<file path="config.mk">
export PLATFORM = sky130hd
export DESIGN_NAME = cr_xp10_decomp_fe_crc_mc
export DESIGN_NICKNAME = d
export VERILOG_FILES = /design/src/rtl/cr_xp10_decomp_fe_crc_mc.sv
export SDC_FILE = /design/constraint.sdc
export NUM_CORES = 1
export LEC_CHECK = 0
export CAP_MARGIN = 10
export CORE_AREA = 8 8 239 241
export CTS_CLUSTER_DIAMETER = 150
export DETAILED_ROUTE_END_ITERATION = 16
export DIE_AREA = 0 0 247 249
export PLACE_DENSITY = 0.55
export SYNTH_ARGS = -nofsm -noshare
export SYNTH_HDL_FRONTEND = slang
export SYNTH_SLANG_ARGS = --single-unit
</file>
<file path="constraint.sdc">
create_clock -name clk -period 17.7 [get_ports clk]
set_input_delay 2.655 -clock clk [delete_from_list [all_inputs] [get_ports clk]]
set_output_delay 2.655 -clock clk [all_outputs]
set_load 0.01 [all_outputs]
</file>
<file path="src/rtl/cr_xp10_decomp_fe_crc_mc.sv">
// cr_xp10_decomp_fe_crc_mc: multi-channel streaming CRC32C engine.
// Ports: clk/rst (sync, active-high); in_* beat bus with valid/ready,
// channel, sof/eof, data, byte count and expected CRC; out_* registered
// per-frame result (channel, CRC, match, error) with valid/ready;
// ch_active per-channel frame-in-progress flags.
module cr_xp10_decomp_fe_crc_mc #(
    parameter int          DATA_W  = 64,
    parameter int          NUM_CH  = 4,
    parameter logic [31:0] POLY    = 32'h82f63b78,
    parameter logic [31:0] INIT    = 32'hffff_ffff,
    parameter logic [31:0] XOR_OUT = 32'hffff_ffff,
    localparam int         CH_W    = (NUM_CH > 1) ? $clog2(NUM_CH) : 1,
    localparam int         NB      = DATA_W / 8,
    localparam int         NB_W    = $clog2(NB) + 1
) (
    input  logic              clk,
    input  logic              rst,
    input  logic              in_valid,
    output logic              in_ready,
    input  logic [CH_W-1:0]   in_ch,
    input  logic              in_sof,
    input  logic              in_eof,
    input  logic [DATA_W-1:0] in_data,
    input  logic [NB_W-1:0]   in_nbytes,
    input  logic [31:0]       in_exp_crc,
    output logic              out_valid,
    input  logic              out_ready,
    output logic [CH_W-1:0]   out_ch,
    output logic [31:0]       out_crc,
    output logic              out_match,
    output logic              out_err,
    output logic [NUM_CH-1:0] ch_active
);

    localparam logic [NB_W-1:0] NB_MAX = NB_W'(NB);

    logic [31:0]       acc [NUM_CH];
    logic [NUM_CH-1:0] err_q;

    logic              in_fire;
    logic [31:0]       acc_sel;
    logic              act_sel;
    logic              err_sel;
    logic              nb_over;
    logic [NB_W-1:0]   nb_eff;
    logic              beat_err;
    logic              use_init;
    logic [31:0]       seed;
    logic [31:0]       crc_next;
    logic [31:0]       crc_final;

    // Single output register: a new beat may only be taken if the slot is
    // empty or is being drained on this same edge.
    assign in_ready = ~out_valid | out_ready;
    assign in_fire  = in_valid & in_ready;

    // Per-channel state selected by the incoming channel number.
    always_comb begin
        acc_sel = INIT;
        act_sel = 1'b0;
        err_sel = 1'b0;
        for (int c = 0; c < NUM_CH; c++) begin
            if (CH_W'(c) == in_ch) begin
                acc_sel = acc[c];
                act_sel = ch_active[c];
                err_sel = err_q[c];
            end
        end
    end

    assign nb_over  = in_nbytes > NB_MAX;
    assign nb_eff   = nb_over ? NB_MAX : in_nbytes;

    // A missing sof on an idle channel acts as an implicit sof; a sof on
    // a busy channel drops the old frame. Both are flagged.
    assign beat_err = nb_over
                    | (~in_sof & ~act_sel)
                    | ( in_sof &  act_sel);
    assign use_init = in_sof | ~act_sel;
    assign seed     = use_init ? INIT : acc_sel;

    // Reflected bitwise CRC over the first nb_eff bytes, byte 0 first.
    always_comb begin
        crc_next = seed;
        for (int i = 0; i < NB; i++) begin
            if (NB_W'(i) < nb_eff) begin
                crc_next = crc_next ^ {24'd0, in_data[i*8 +: 8]};
                for (int b = 0; b < 8; b++) begin
                    if (crc_next[0]) begin
                        crc_next = (crc_next >> 1) ^ POLY;
                    end else begin
                        crc_next = crc_next >> 1;
                    end
                end
            end
        end
    end

    assign crc_final = crc_next ^ XOR_OUT;

    always_ff @(posedge clk) begin
        if (rst) begin
            for (int c = 0; c < NUM_CH; c++) begin
                acc[c] <= INIT;
            end
            err_q     <= '0;
            ch_active <= '0;
            out_valid <= 1'b0;
            out_ch    <= '0;
            out_crc   <= '0;
            out_match <= 1'b0;
            out_err   <= 1'b0;
        end else begin
            if (out_valid && out_ready) begin
                out_valid <= 1'b0;
            end
            if (in_fire) begin
                for (int c = 0; c < NUM_CH; c++) begin
                    if (CH_W'(c) == in_ch) begin
                        if (in_eof) begin
                            acc[c]       <= INIT;
                            ch_active[c] <= 1'b0;
                            err_q[c]     <= 1'b0;
                        end else begin
                            acc[c]       <= crc_next;
                            ch_active[c] <= 1'b1;
                            err_q[c]     <= err_sel | beat_err;
                        end
                    end
                end
                // Loading here also covers the drain-and-refill case,
                // since this assignment overrides the clear above.
                if (in_eof) begin
                    out_valid <= 1'b1;
                    out_ch    <= in_ch;
                    out_crc   <= crc_final;
                    out_match <= (crc_final == in_exp_crc);
                    out_err   <= err_sel | beat_err;
                end
            end
        end
    end

endmodule

</file>
==> metrics, run 1 <==
area grow syn2layout=15.6%; layout cells sized above 1=12.8%; Avg Cell Area, Syn=a little under 10 sq um; status=finished, final reports clean; Num CTS Buffers=17; GRT busiest layer=met2; vias in the first global route=between 15000 and 20000; Worst R2R Start=acc[1][2]; Synth Area in XOR/XNOR=a little over two fifths; Reg area=approximately 4700 sq um; DRT antenna net count=0; drt first pass iters=7; FF-to-FF path depth=40; top-area cell type share of the netlist area=18.3%; ant diodes=0; Total GRT Usage=a little under a quarter; synth warn=0; hold path start=out_crc[16]; Core Region=about 53000 sq um; Via density=5.45; later-pin clock latency in the skew report=~0.44 ns; Period Utilization, post-route=roughly 96%; Post-Route Utilization=between 40% and 50%; Worst Hold End=out_crc[16]; R2R Path End=out_match; Post-synth EDFFs=roughly 130; clock period minus worst slack=between 15 and 20 ns; WS Path Type=in2reg; Synth Flop Type=edfxtp_1; Max Transition Viols Final=0; met3 Usage GRT=approximately 2.2%; Final Hold Fails=0; initial antenna violation count=0; multi-input combinational cell area=between 15000 and 20000 sq um; top cells by count, synth=xnor2_1 (430), nand2_1 (318), xor2_1 (180); final setup fails=0; RSZ-0062 raised after global routing=no; gr ovfl total=0; Slowest cell on crit path=mux4_2; Root Buffer=clkbuf_16; CP max FO=13; width of the die=approximately 250 microns; most frequent cell after synthesis=xnor2_1; Worst Setup End Kind=flop; Syn Nets=roughly 2300; Initial Utilization=between 30% and 40%; clock slew at reported path FFs=around 0.070 ns; Yosys reg bits=~170; largest family of logic cells by synthesized area=XOR/XNOR gates; setup total negative slack=0 ns; Setup Skew=around 0.011 ns; Buffers on Ports=roughly 150; Post CTS Setup Buffer Count=0; synthesized-area fraction occupied by adder cells=0%; ys async rst share=0%; largest net degree at the start of global routing=63; post-synthesis mux area share=a little over 8%; Die Ht=approximately 250 microns; global-route wire length before repair=107000 microns; Routed WL=71000 microns; Rows=85; M2 GR Usage=a little under two fifths; Compound-Gate Fraction of Synth Area=10.7%; Worst Path Arrival=between 15 and 20 ns; die footprint=between 60000 and 70000 sq um; final net count=around 2400; htree depth=4; Max stage delay on crit path=0.69 ns; via count=16600; final-layout fill cell count=approximately 5100; routability cong.=0.978; post-synthesis sequential area ratio=a little under a quarter; Hold WC Path Type=reg2reg; Worst EP required=approximately 18 ns; Max Root-Sink Buffers=2; GR Util met1=between 30% and 40%; Synth area leader=edfxtp_1; DRC Markers=0; most used cell, CP=xnor3_1; Synth Instances=between 2000 and 2500; Final HPWL DP=approximately 57000 microns; critical path startpoint category=primary input; CTS tree=built; clk sink count=around 170; Hold Crit Depth=2; Avg WL per Cell=approximately 23 microns; top cells by area, synth=edfxtp_1 (18%), xnor2_1 (18%), xnor3_1 (9.8%); IO Count=150; Syn Std Cell Area=21000 sq um; Initial DRC Count=1358; max cap viols=0; slew of the pin with the lowest slew margin=around 1.2 ns; post-synthesis simple-gate area fraction=around 13%; reg-to-reg slack, setup=approximately 3.1 ns; Peak Freq=around 60 MHz; post-synth cell types=92; Slew headroom=between 15 and 20%
critical path, delay by kind of cell:
kind	cells	cell delay, ns
buf+inv	8	1.86
simple gates	3	0.92
xor+xnor	22	8.22
mux	3	1.33
compound gates	9	2.22
how the worst max path moves through the flow:
stage	start	endpoint	cells past startpoint
floorplan	in_ch[1]	out_match	42
global placement	in_ch[0]	out_match	45
detailed placement	in_ch[0]	out_match	45
CTS	in_ch[0]	out_match	45
global route	in_ch[0]	out_match	42
finish	in_ch[0]	out_match	45
routing by layer:
metal / wire (microns) / vias up / share of wire [%]
met5: 0 / - / 0
met4: 2370 / 0 / 3.3
met3: 3170 / 81 / 4.5
met2: 33800 / 511 / 48
met1: 31600 / 8163 / 45
li1: - / 7861 / -
placed cells by master (no fill, tap or decap), types with 14 or more instances in the layout:
cell type	n
clkbuf_16	17
xor2_1	180
a21oi_1	146
mux4_2	32
nor3_1	25
o211ai_1	14
edfxtp_1	128
xnor2_1	429
dfxtp_1	45
xnor2_2	19
clkdlybuf4s50_1	145
nand2_1	318
nor2_1	168
nand3_1	25
buf_4	108
xnor3_1	92
o21ai_0	86
xor3_1	23
mux2i_1	66
cells by family after synthesis:
group	count (synthesis)
AOI/OAI and AO/OA	352
xor gates and xnor gates	774
buffers and inverters	137
muxes	118
DFF	173
and+or+nand+nor	637
area by class of cell:
cell class,instances,area share [%]
multi-input combinational,1881,64.9
sequential,173,19.5
timing repair buffer,257,9.39
tap,696,3.58
clock buffer,17,1.75
clock inverter,15,0.777
inverter,9,0.139
repair_timing:
item                       in CTS  in global routing
hold buffers                    0                  0
resized for setup               0                  1
setup endpoints to repair       0                  1
flip-flops by register name, summed over array words and instances, names as in the netlist:
| signal | flops |
|---|---|
| out_match | 1 |
| out_valid | 1 |
| ch_active | 4 |
| out_crc | 32 |
| out_ch | 2 |
| err_q | 4 |
| acc | 128 |
| out_err | 1 |
stage by stage:
step	hold WS, ns	setup slack [ns]	cell area (sq um)	cells
after floorplan	0.433	2.05	21000	2191
after global placement	0.444	0.509	23700	3016
after detailed placement	0.449	0.265	23700	3016
after CTS	0.460	0.655	24300	3048
after global routing	0.467	0.0381	24300	3048
final	0.461	0.778	24300	3048
Power of run 1 is not shown: default switching activity piles up to over one toggle a cycle in this logic, so the estimate is an artifact.
==> run 2, diff against run 1 <==
Settings changed: PLACE_DENSITY 0.55 to 0.61.
==> run 2 against run 1 <==
Worst hold slack worse by 0.0018 ns. Utilization hardly changed. Critical path depth is 4 lower. Global-route usage is 0.18 points lower. First-iteration DRC count is 19% higher. Clock-buffer cell count is 1 higher. Largest cell class unchanged. Clock skew is 0.0029 ns lower. Flip-flop and latch count stayed put. Cell count is 0.16% lower.
==> metrics, run 2 (synthesis gave the netlist of run 1 again) <==
CP max FO=9; width of the die=between 200 and 250 microns; Rows=85; commonest cells after routing, fill and taps aside=xnor2_1 (429), nand2_1 (318), xor2_1 (180), nor2_1 (168); WS Path Type=in2reg; die footprint=~62000 sq um; slew of the pin with the lowest slew margin=~1.3 ns; Num CTS Buffers=17; largest net degree at the start of global routing=63; Avg WL per Cell=around 23 microns; Peak Freq=around 59 MHz; ant diodes=0; htree depth=4; Initial Utilization=approximately 40%; area grow syn2layout=15.6%; commonest non-fill, non-tap cell in the layout=xnor2_1; global-route wire length before repair=~110000 microns; CTS tree=built; Slew headroom=~12%; initial antenna violation count=0; routability cong.=about 1; clk sink count=173; Initial DRC Count=between 1500 and 2000; clock period minus worst slack=16.92 ns; Buffers on Ports=149; Worst Setup End Kind=flop; Final HPWL DP=between 50000 and 60000 microns; Worst Path Arrival=~17 ns; met3 Usage GRT=under 10%; setup total negative slack=0 ns; vias in the first global route=~17000; max reg flops=between 100 and 150; gr ovfl total=0; Via density=5.49; Hold WC Path Type=reg2reg; Max Transition Viols Final=0; layout cells sized above 1=about an eighth; Largest Register=acc; cell area after layout=24300 sq um; GRT busiest layer=met2; cts-stage hold buffer count=0; Top Registers=acc (128), out_crc (32); clock slew at reported path FFs=roughly 0.07 ns; DRC Markers=0; Max Root-Sink Buffers=2; DRT antenna net count=0; final net count=2442; Period Utilization, post-route=95.6%; drt first pass iters=6; Slowest cell on crit path=mux4_1; Setup Skew=about 0.0085 ns; status=finished, final reports clean; Die Ht=about 250 microns; Worst EP required=~18 ns; final setup fails=0; Root Buffer=clkbuf_16; Max stage delay on crit path=roughly 0.86 ns; Placed Area=23700 sq um; most used cell, CP=xnor3_1; Resized cells post-CTS=0; IO Count=150; GR Util met1=between 30% and 40%; critical path startpoint category=primary input; max cap viols=0; Total GRT Usage=22.4%; Final Hold Fails=0; FF-to-FF path depth=40; Core Region=approximately 53000 sq um; Routed WL=70200 microns; later-pin clock latency in the skew report=0.43 ns; Hold Crit Depth=2; M2 GR Usage=a little over a third; RSZ-0062 raised after global routing=no; Post CTS Setup Buffer Count=0; via count=16700
[run 2: layer usage]
| metal | wire length [microns] | up-vias | part of all wire [%] |
|---|---|---|---|
| met5 | 0 | - | 0 |
| met4 | 2820 | 0 | 4.0 |
| met3 | 3700 | 110 | 5.3 |
| met2 | 33300 | 614 | 47 |
| met1 | 30400 | 8160 | 43 |
| li1 | - | 7824 | - |
[run 2: per-stage QoR]
stage               cells  hold WS [ns]  setup WS (ns)  utilization, %
finish               3043         0.459          0.784            45.7
floorplan            2191         0.433           2.05               -
global route         3043         0.473         0.0599            45.7
CTS                  3043         0.461          0.730            45.6
global placement     3011         0.444          0.500            44.4
detailed placement   3011         0.449          0.364            44.4
[run 2: final cells by class]
type,instances,area [sq um]
Clock inverter,14,203
Clock buffer,18,439
Tap cell,696,871
Inverter,9,33.8
Timing Repair Buffer,252,2250
Fill cell,5044,29000
Sequential cell,173,4740
Multi-Input combinational cell,1881,15800
[run 2: worst paths after layout]
path              startpoint   endpoint  slack (ns)
setup / recovery    in_ch[0]  out_match        0.78
hold / removal      err_q[2]   err_q[2]        0.46
setup reg to reg   acc[1][2]  out_match        2.95
hold reg to reg     err_q[2]   err_q[2]        0.46
[run 2: worst max-delay path: cells and delay by family]
| kind | cells | cell delay (ns) |
|---|---|---|
| AO/OA/AOI/OAI | 6 | 1.37 |
| XOR/XNOR | 23 | 8.96 |
| buffers and inverters | 3 | 0.63 |
| multiplexers | 4 | 1.72 |
| AND/OR/NAND/NOR | 5 | 1.90 |
Power of run 2 is left out for the same reason.
==> run 3, diff against run 2 <==
Settings changed: CAP_MARGIN 10 to 20.
==> run 3 against run 2 <==
Utilization about the same. Critical path type unchanged. Largest cell class unchanged. Setup slack improved by 0.058 ns. Critical endpoint unchanged. Non-clock buffer count is 4 higher. Sequential share of layout area hardly changed. Critical path depth grew 1. Flip-flop and latch count did not move. Wire length rose by 0.36%.
==> metrics, run 3 (synthesis gave the netlist of run 1 again) <==
clock period minus worst slack=~17 ns; Worst Hold End=err_q[2]; Total GRT Usage=22.4%; Root Buffer=clkbuf_16; commonest cells after routing, fill and taps aside=xnor2_1 (429), nand2_1 (318), xor2_1 (180), nor2_1 (168); Slew headroom=between 20% and 30%; Rows=85; CP max FO=17; gr ovfl total=0; layout cells sized above 1=~13%; Buffers on Ports=149; width of the die=roughly 250 microns; DRT antenna net count=0; Peak Freq=59.3 MHz; initial antenna violation count=0; Hold WC Path Type=reg2reg; worst slack, placed=roughly 0.31 ns; Worst Path Arrival=approximately 17 ns; Largest Register=acc; Setup Skew=between 0.01 and 0.015 ns; vias in the first global route=~17000; Max Root-Sink Buffers=2; setup total negative slack=0 ns; Final Non-Filler Cells=between 3000 and 4000; routability cong.=just under 1; Via density=around 5.5; FF-to-FF path depth=39; Top Registers=acc (128), out_crc (32); final setup fails=0; multi-input combinational cell area=between 15000 and 20000 sq um; Slowest cell on crit path=mux4_2; RSZ-0062 raised after global routing=no; final-layout fill cell count=5055; commonest non-fill, non-tap cell in the layout=xnor2_1; area grow syn2layout=15.5%; Worst EP required=18.05 ns; ant diodes=0; PnR worst setup slack=roughly 0.84 ns; htree depth=4; Routed WL=around 70000 microns; Worst Setup End Kind=flop; via count=roughly 17000; critical path startpoint category=primary input; IO Count=150; Final Hold Fails=0; hold path start=err_q[2]; max cap viols=0; clk sink count=approximately 170; WS Path Type=in2reg; DRC Markers=0; reg-to-reg slack, setup=3.15 ns; max reg flops=128; largest net degree at the start of global routing=between 60 and 70; Worst Path Buf+Inv=4; placed cells=3012; Num CTS Buffers=17; Die Ht=~250 microns; Worst R2R Start=acc[1][3]; R2R Path End=out_match; Final HPWL DP=around 56000 microns; later-pin clock latency in the skew report=between 0.4 and 0.5 ns; Initial Utilization=around two fifths; Reg area=roughly 4700 sq um; Core Region=about 53000 sq um; CTS tree=built; Max Transition Viols Final=0; drt first pass iters=5; Period Utilization, post-route=between 90% and 100%; die footprint=just over 60000 sq um; final net count=around 2400; Initial DRC Count=~1600; CP delay by family, top=XOR/XNOR gates; global-route wire length before repair=roughly 110000 microns; Avg WL per Cell=23.1 microns; clock slew at reported path FFs=about 0.070 ns; Hold Crit Depth=2; Max stage delay on crit path=about 0.73 ns; slew of the pin with the lowest slew margin=about 1.1 ns; status=finished, final reports clean; most used cell, CP=xnor3_1
## run 3: how the worst max path moves through the flow
stage                   from        end  slack, ns  cells past startpoint
finish              in_ch[0]  out_match       0.84                     42
global route        in_ch[0]  out_match       0.06                     42
CTS                 in_ch[1]  out_match       0.69                     41
detailed placement  in_ch[1]  out_match       0.31                     41
global placement    in_ch[1]  out_match       0.50                     40
floorplan           in_ch[1]  out_match       2.05                     42
## run 3: tightest hold or removal path: cells and delay by family, from the launching register on
| kind | cells | cell delay [ns] |
|---|---|---|
| DFF | 1 | 0.31 |
| and+or+nand+nor | 1 | 0.05 |
| AOI/OAI and AO/OA | 1 | 0.05 |
## run 3: what timing repair did
action | 4_1_cts | 5_1_grt
resized for setup | 0 | 3
hold buffers | 0 | 0
endpoints found under the setup margin | 0 | 26
buffers inserted | 0 | 3
## run 3: metrics by stage
| stage | area (sq um) | hold slack, ns | utilization (%) |
|---|---|---|---|
| after floorplan | 21000 | 0.433 | - |
| after global placement | 23700 | 0.444 | 44.4 |
| after detailed placement | 23700 | 0.449 | 44.4 |
| after CTS | 24300 | 0.460 | 45.6 |
| after global routing | 24300 | 0.472 | 45.6 |
| final | 24300 | 0.457 | 45.6 |
## run 3: cell type report
cell class | count | share of cell area (%)
clock buffer | 17 | 1.75
clock inverter | 15 | 0.798
inverter | 9 | 0.139
multi-input combinational | 1881 | 64.9
sequential | 173 | 19.5
tap | 696 | 3.58
timing repair buffer | 256 | 9.37
## run 3: routing by layer
metal	global-route usage [%]	vias to the layer above	part of all wire (%)
met2	37.0	652	48
li1	-	7854	-
met1	29.7	8161	43
met4	8.50	0	4.0
met5	0	-	0
met3	2.59	122	5.3
Power of run 3 is left out for the same reason.
